## config.mk

```make
export PLATFORM = sky130hd
export DESIGN_NAME = counter_seq_ctrl
export DESIGN_NICKNAME = d
export VERILOG_FILES = /design/src/rtl/ctrl_pkg.sv /design/src/rtl/tick_prescaler.sv /design/src/rtl/counter_seq_ctrl.sv
export SDC_FILE = /design/constraint.sdc
export NUM_CORES = 1
export LEC_CHECK = 0
export ABC_AREA = 1
export CORE_ASPECT_RATIO = 1.75
export CORE_MARGIN = 1
export CORE_UTILIZATION = 41
export DETAILED_ROUTE_END_ITERATION = 7
export PLACE_DENSITY = 0.63
export SKIP_LAST_GASP = 1
export SYNTH_ARGS = -nofsm -noshare
export SYNTH_HDL_FRONTEND = slang
export SYNTH_HIERARCHICAL = 1
export SYNTH_SLANG_ARGS = --single-unit
```

## constraint.sdc

```tcl
create_clock -name clk -period 2.37 [get_ports clk]
set_input_delay 0.474 -clock clk [delete_from_list [all_inputs] [get_ports clk]]
set_output_delay 0.474 -clock clk [all_outputs]
set_load 0.005 [all_outputs]
```

## src/rtl/ctrl_pkg.sv

```systemverilog
// Shared definitions for the counter sequencing controller: FSM state
// encoding, count boundary values and the control payload driven to the
// cascaded units/tens counters.
package ctrl_pkg;

    localparam int unsigned NIB_W = 4;

    typedef enum logic [1:0] {
        S_IDLE  = 2'd0,
        S_RUN   = 2'd1,
        S_PAUSE = 2'd2,
        S_DONE  = 2'd3
    } state_e;

    localparam logic [NIB_W-1:0] UP_LIMIT = 4'hF;
    localparam logic [NIB_W-1:0] DN_LIMIT = 4'h0;

    // Control bundle shared by both counter instances.
    typedef struct packed {
        logic en_units;
        logic en_tens;
        logic forward;
        logic cnt_clr;
    } cnt_ctrl_t;

    // Digit value at which a counter carries (up) or borrows (down).
    function automatic logic [NIB_W-1:0] boundary(input logic fwd);
        return fwd ? UP_LIMIT : DN_LIMIT;
    endfunction

endpackage : ctrl_pkg

```

## src/rtl/tick_prescaler.sv

```systemverilog
// Free-running prescaler that produces one count tick every PRESCALE cycles
// while run is high, holds while run is low, and restarts from zero on load0.
// Ports:
//   clk    - system clock
//   reset  - asynchronous, active-low reset
//   run    - advance the prescaler this cycle
//   load0  - force the prescaler to zero (wins over run)
//   tick   - high in the cycle the prescaler sits at its top value while running
module tick_prescaler
    import ctrl_pkg::*;
#(
    parameter int unsigned PRESCALE = 50000000
) (
    input  logic clk,
    input  logic reset,
    input  logic run,
    input  logic load0,
    output logic tick
);

    localparam int unsigned PW = $clog2(PRESCALE);

    logic [PW-1:0] presc_q;
    logic [PW-1:0] presc_d;
    logic          at_top_c;

    assign at_top_c = (presc_q == PW'(PRESCALE - 1));
    assign tick     = run & at_top_c;

    // Next prescaler value: clear, wrap on tick, increment, or hold.
    always_comb begin
        presc_d = presc_q;
        if (load0) begin
            presc_d = '0;
        end else if (run) begin
            presc_d = at_top_c ? '0 : presc_q + PW'(1);
        end
    end

    always_ff @(posedge clk or negedge reset) begin
        if (!reset) begin
            presc_q <= '0;
        end else begin
            presc_q <= presc_d;
        end
    end

endmodule : tick_prescaler

```

## src/rtl/counter_seq_ctrl.sv

```systemverilog
// Sequencer for a pair of cascaded 4-bit hex up/down counters (units, tens).
// Converts start/pause, clear and direction pulses plus a prescaled tick
// into registered enable, direction and synchronous-clear controls, and
// handles carry/borrow into tens and the one-shot stop at the terminal value.
// Ports:
//   clk, reset           - clock and asynchronous active-low reset
//   start_btn            - pulse, toggles run/pause
//   clear_btn            - pulse, clears counters and returns to idle
//   dir_btn              - pulse, toggles count direction
//   oneshot              - level, stop at terminal value instead of wrapping
//   units_val, tens_val  - current counter values
//   en_units, en_tens    - one-cycle counter enables
//   forward              - count direction (1 = up)
//   cnt_clr              - synchronous clear to both counters
//   running, done        - state indicators
module counter_seq_ctrl
    import ctrl_pkg::*;
#(
    parameter int unsigned PRESCALE = 50000000
) (
    input  logic             clk,
    input  logic             reset,
    input  logic             start_btn,
    input  logic             clear_btn,
    input  logic             dir_btn,
    input  logic             oneshot,
    input  logic [NIB_W-1:0] units_val,
    input  logic [NIB_W-1:0] tens_val,
    output logic             en_units,
    output logic             en_tens,
    output logic             forward,
    output logic             cnt_clr,
    output logic             running,
    output logic             done
);

    state_e    state_q;
    state_e    state_d;
    cnt_ctrl_t ctrl_q;
    cnt_ctrl_t ctrl_d;
    logic      dir_pending_q;
    logic      dir_pending_d;
    logic      running_q;
    logic      running_d;
    logic      done_q;
    logic      done_d;

    logic             tick_c;
    logic             run_c;
    logic             load0_c;
    logic             tick_act_c;
    logic             dir_req_c;
    logic [NIB_W-1:0] bnd_c;
    logic             units_bnd_c;
    logic             terminal_c;

    assign run_c   = (state_q == S_RUN);
    // Prescaler restarts from zero when idle, done, or on clear.
    assign load0_c = clear_btn | (state_q == S_IDLE) | (state_q == S_DONE);

    tick_prescaler #(
        .PRESCALE (PRESCALE)
    ) u_prescaler (
        .clk   (clk),
        .reset (reset),
        .run   (run_c),
        .load0 (load0_c),
        .tick  (tick_c)
    );

    // A tick is only acted on in RUN and never alongside a clear.
    assign tick_act_c  = tick_c & run_c & ~clear_btn;
    assign bnd_c       = boundary(ctrl_q.forward);
    assign units_bnd_c = (units_val == bnd_c);
    assign terminal_c  = units_bnd_c & (tens_val == bnd_c);
    // Pending request after this cycle's button; two presses cancel out.
    assign dir_req_c   = dir_pending_q ^ dir_btn;

    // Next-state and registered-output logic.
    always_comb begin
        state_d          = state_q;
        ctrl_d           = ctrl_q;
        ctrl_d.en_units  = 1'b0;
        ctrl_d.en_tens   = 1'b0;
        ctrl_d.cnt_clr   = 1'b0;
        dir_pending_d    = dir_req_c;

        // Direction only changes on edges with no enable pulse being issued,
        // so each enable pulse is paired with a stable forward value.
        if (dir_req_c && !tick_act_c) begin
            ctrl_d.forward = ~ctrl_q.forward;
            dir_pending_d  = 1'b0;
        end

        if (clear_btn) begin
            ctrl_d.cnt_clr = 1'b1;
            state_d        = S_IDLE;
        end else begin
            unique case (state_q)
                S_IDLE: begin
                    if (start_btn) begin
                        state_d = S_RUN;
                    end
                end
                S_RUN: begin
                    if (start_btn) begin
                        state_d = S_PAUSE;
                    end
                    if (tick_c) begin
                        if (oneshot && terminal_c) begin
                            state_d = S_DONE;
                        end else begin
                            ctrl_d.en_units = 1'b1;
                            ctrl_d.en_tens  = units_bnd_c;
                        end
                    end
                end
                S_PAUSE: begin
                    if (start_btn) begin
                        state_d = S_RUN;
                    end
                end
                S_DONE: begin
                    state_d = S_DONE;
                end
                default: begin
                    state_d = S_IDLE;
                end
            endcase
        end

        running_d = (state_d == S_RUN);
        done_d    = (state_d == S_DONE);
    end

    always_ff @(posedge clk or negedge reset) begin
        if (!reset) begin
            state_q       <= S_IDLE;
            ctrl_q        <= '{en_units: 1'b0, en_tens: 1'b0, forward: 1'b1, cnt_clr: 1'b1};
            dir_pending_q <= 1'b0;
            running_q     <= 1'b0;
            done_q        <= 1'b0;
        end else begin
            state_q       <= state_d;
            ctrl_q        <= ctrl_d;
            dir_pending_q <= dir_pending_d;
            running_q     <= running_d;
            done_q        <= done_d;
        end
    end

    assign en_units = ctrl_q.en_units;
    assign en_tens  = ctrl_q.en_tens;
    assign forward  = ctrl_q.forward;
    assign cnt_clr  = ctrl_q.cnt_clr;
    assign running  = running_q;
    assign done     = done_q;

endmodule : counter_seq_ctrl

```

==> metrics.csv <==
metric,value,unit
CTS tree,yes,
die area,5567,um2
vias per std cell,5.031,
Worst setup EP type,register,
average cell area after synthesis,7.096,um2
Clock Sink Count,35,
DR iter-0 viols,48,
setup violators final,0,
post-layout util,0.4955,
dpl ws,0.1712,ns
HPWL Detailed,3915,um
WP data required,2.60,ns
max_slew headroom,0.4661,
Fin Setup TNS,0,ns
Fin. Hold Viols,0,
Peak VDD IR,0.0003726,V
Die Y-Extent,97.96,um
layout cell share with drive strength beyond 1,0.1480,
worst min-delay path class,input port to async pin,
largest family of logic cells by synthesized area,simple AND/OR/NAND/NOR gates,
R2R Setup Slk,0.50,ns
Final WS setup,0.4827,ns
GRT Total Usage,0.2086,
hold slack,0.2602,ns
worst reg2reg startpoint,u_prescaler/presc_q[24]$_DFFE_PN0P_,
CP peak stage delay,0.48,ns
largest net degree at the start of global routing,36,
Layout area overhead,15.31,%
Resized Gates After CTS,0,
Post-Syn Area,2157,um2
initial antenna violation count,0,
Routed Wire Length,5098,um
"Slew Viols, Final",0,
Tmin final,1.887,ns
startpoint types,input port,
Worst Path Arrival,2.12,ns
Peak Freq,0.5299,GHz
slowest CP cell,clkdlybuf4s50_1,
RR Endpoint,en_tens$_DFF_PN0_,
Synth cell types,31,
DIE WIDTH,56.83,um
"most common cell after layout, fill and taps aside",nand2_1,
Post-DRT Antenna Nets,0,
Critical path buffers and inverters,4,
drt pass-1 iters,4,
vias in the first global route,1963,
Initial Utilization,0.4297,
net count after synthesis,319,
post-synthesis mux area share,0,
final worst-path cycle share,0.7963,
hold-fix buffers at CTS,0,
Adder-Cell Fraction of Synth Area,0.005800,
Max-cap violations,0,
CP dominant cell by count,nand2_1,
CTS max path bufs,2,
WS Path Type,input port to register,
Leakage Power,1.063,nW
Worst Max-Slew Pin Slew,0.8008,ns
global-route wire length before repair,8894,um
status,completed,
postcts setup bufs,0,
cell family with most CP delay,buffers and inverters,
clk_skew,0.01195,ns
post-synthesis simple-gate area fraction,0.4176,
CTS Root Cell,clkbuf_8,
n_diodes,0,
io pins,20,
most frequent cells in the layout,"nand2_1 (80), nor2_1 (56), inv_1 (37), dfrtp_1 (33), nand3_1 (21)",
Inserted Clock Buffers,5,
WL/cell,13.24,um
unrepaired setup endpoints after global routing,false,
drt drc,0,
Reg2Reg Depth,12,
fin nets,345,
RePlAce Congestion,0.8668,
"critical path fanouts, max",7,
Synth Area in Compound Gates,0.04060,
dpl cell area,2404,um2
aggregate global routing overflow,0,
core area,5020,um2
clock transition at the registers of the reported paths,0.08,ns
Synth Register Bits,35,
sequential fraction of the synthesis area,0.4072,
CP Cell Sequence,clkdlybuf4s50_1 -> inv_1 -> o21ai_0 -> nor2_1 -> inv_1 -> buf_4 -> nand4_1 -> nor2_1 -> nand2_1 -> nand2_1 -> nand2_1 -> nor2_2,
XOR/XNOR Fraction of Synth Area,0.03654,
I/O Buffers,19,
Cell Pwr Density,504.1,nW/um2
yosys warns,6,
row cnt,34,
Via Count,1937,
"Clk Latency, worst-skew pair",0.29,ns
Post-Syn Instances,304,
H-Tree Depth,2,
Final Cell Area,2487,um2
## cells in the mapped netlist, drive strengths merged
cell type  number  share of area
nand2          88           0.16
nor2           73           0.15
inv            42          0.073
dfrtp          33           0.38
nand3          21          0.049
nand4          11          0.035
xor2            8          0.032
a21oi           6          0.017
o21ai           5          0.012
nor3            3         0.0093
buf             2          0.012
clkinv          2         0.0058
dfstp           2          0.024
a21o            1         0.0035
a2bb2oi         1         0.0041
a31o            1         0.0041
clkbuf          1         0.0017
ha              1         0.0058
nand3b          1         0.0035
nor2b           1         0.0029
xnor2           1         0.0041
## kinds of logic after synthesis
group,after synthesis
AOI/OAI and AO/OA,14
DFF,35
buffers and inverters,47
xor gates and xnor gates,9
adders and majority gates,1
and+or+nand+nor,198
## stage by stage
stage | std cells | power, mW
floorplan | 304 | 0.7616
global placement | 377 | 0.8406
detailed placement | 377 | 0.8411
CTS | 385 | 1.273
global route | 385 | 1.323
finish | 385 | 1.254
## cell type report
cell class,count,area [um2]
Clock buffer,5,68.82
Fill cell,533,2532
Multi-Input combinational cell,222,1080
Clock inverter,3,15.01
Sequential cell,35,878.3
Tap cell,54,67.56
Inverter,44,170.2
Timing Repair Buffer,22,207.7
## state kept, by name (all words and copies together) (netlist names)
register,count
u_prescaler/presc_q,26
state_q,2
cnt_clr,1
dir_pending_q,1
done,1
en_tens,1
en_units,1
forward,1
running,1
## per-layer routing
layer  GRT usage  part of all wire
met3     0.02781             0.029
met5           0                 0
met1      0.2124              0.37
met2      0.4011              0.56
met4      0.1032             0.039
## worst max path at each step
stage | startpoint | endpoint | slack [ns] | cells past startpoint
after floorplan | state_q[0]$_DFF_PN0_ | u_prescaler/presc_q[16]$_DFFE_PN0P_ | 0.73 | 9
after global placement | clear_btn | u_prescaler/presc_q[19]$_DFFE_PN0P_ | 0.19 | 12
after detailed placement | clear_btn | u_prescaler/presc_q[19]$_DFFE_PN0P_ | 0.17 | 12
after CTS | u_prescaler/presc_q[1]$_DFFE_PN0P_ | en_tens$_DFF_PN0_ | 0.47 | 12
after global routing | state_q[0]$_DFF_PN0_ | u_prescaler/presc_q[19]$_DFFE_PN0P_ | 0.17 | 12
final | clear_btn | u_prescaler/presc_q[19]$_DFFE_PN0P_ | 0.48 | 12
## report_power, final
group,switching [mW],total (mW),internal (mW)
Sequential,0.0240,0.651,0.627
Combinational,0.100,0.176,0.0760
Clock,0.226,0.427,0.201
No activity file was read; power rests on OpenSTA's default activity.
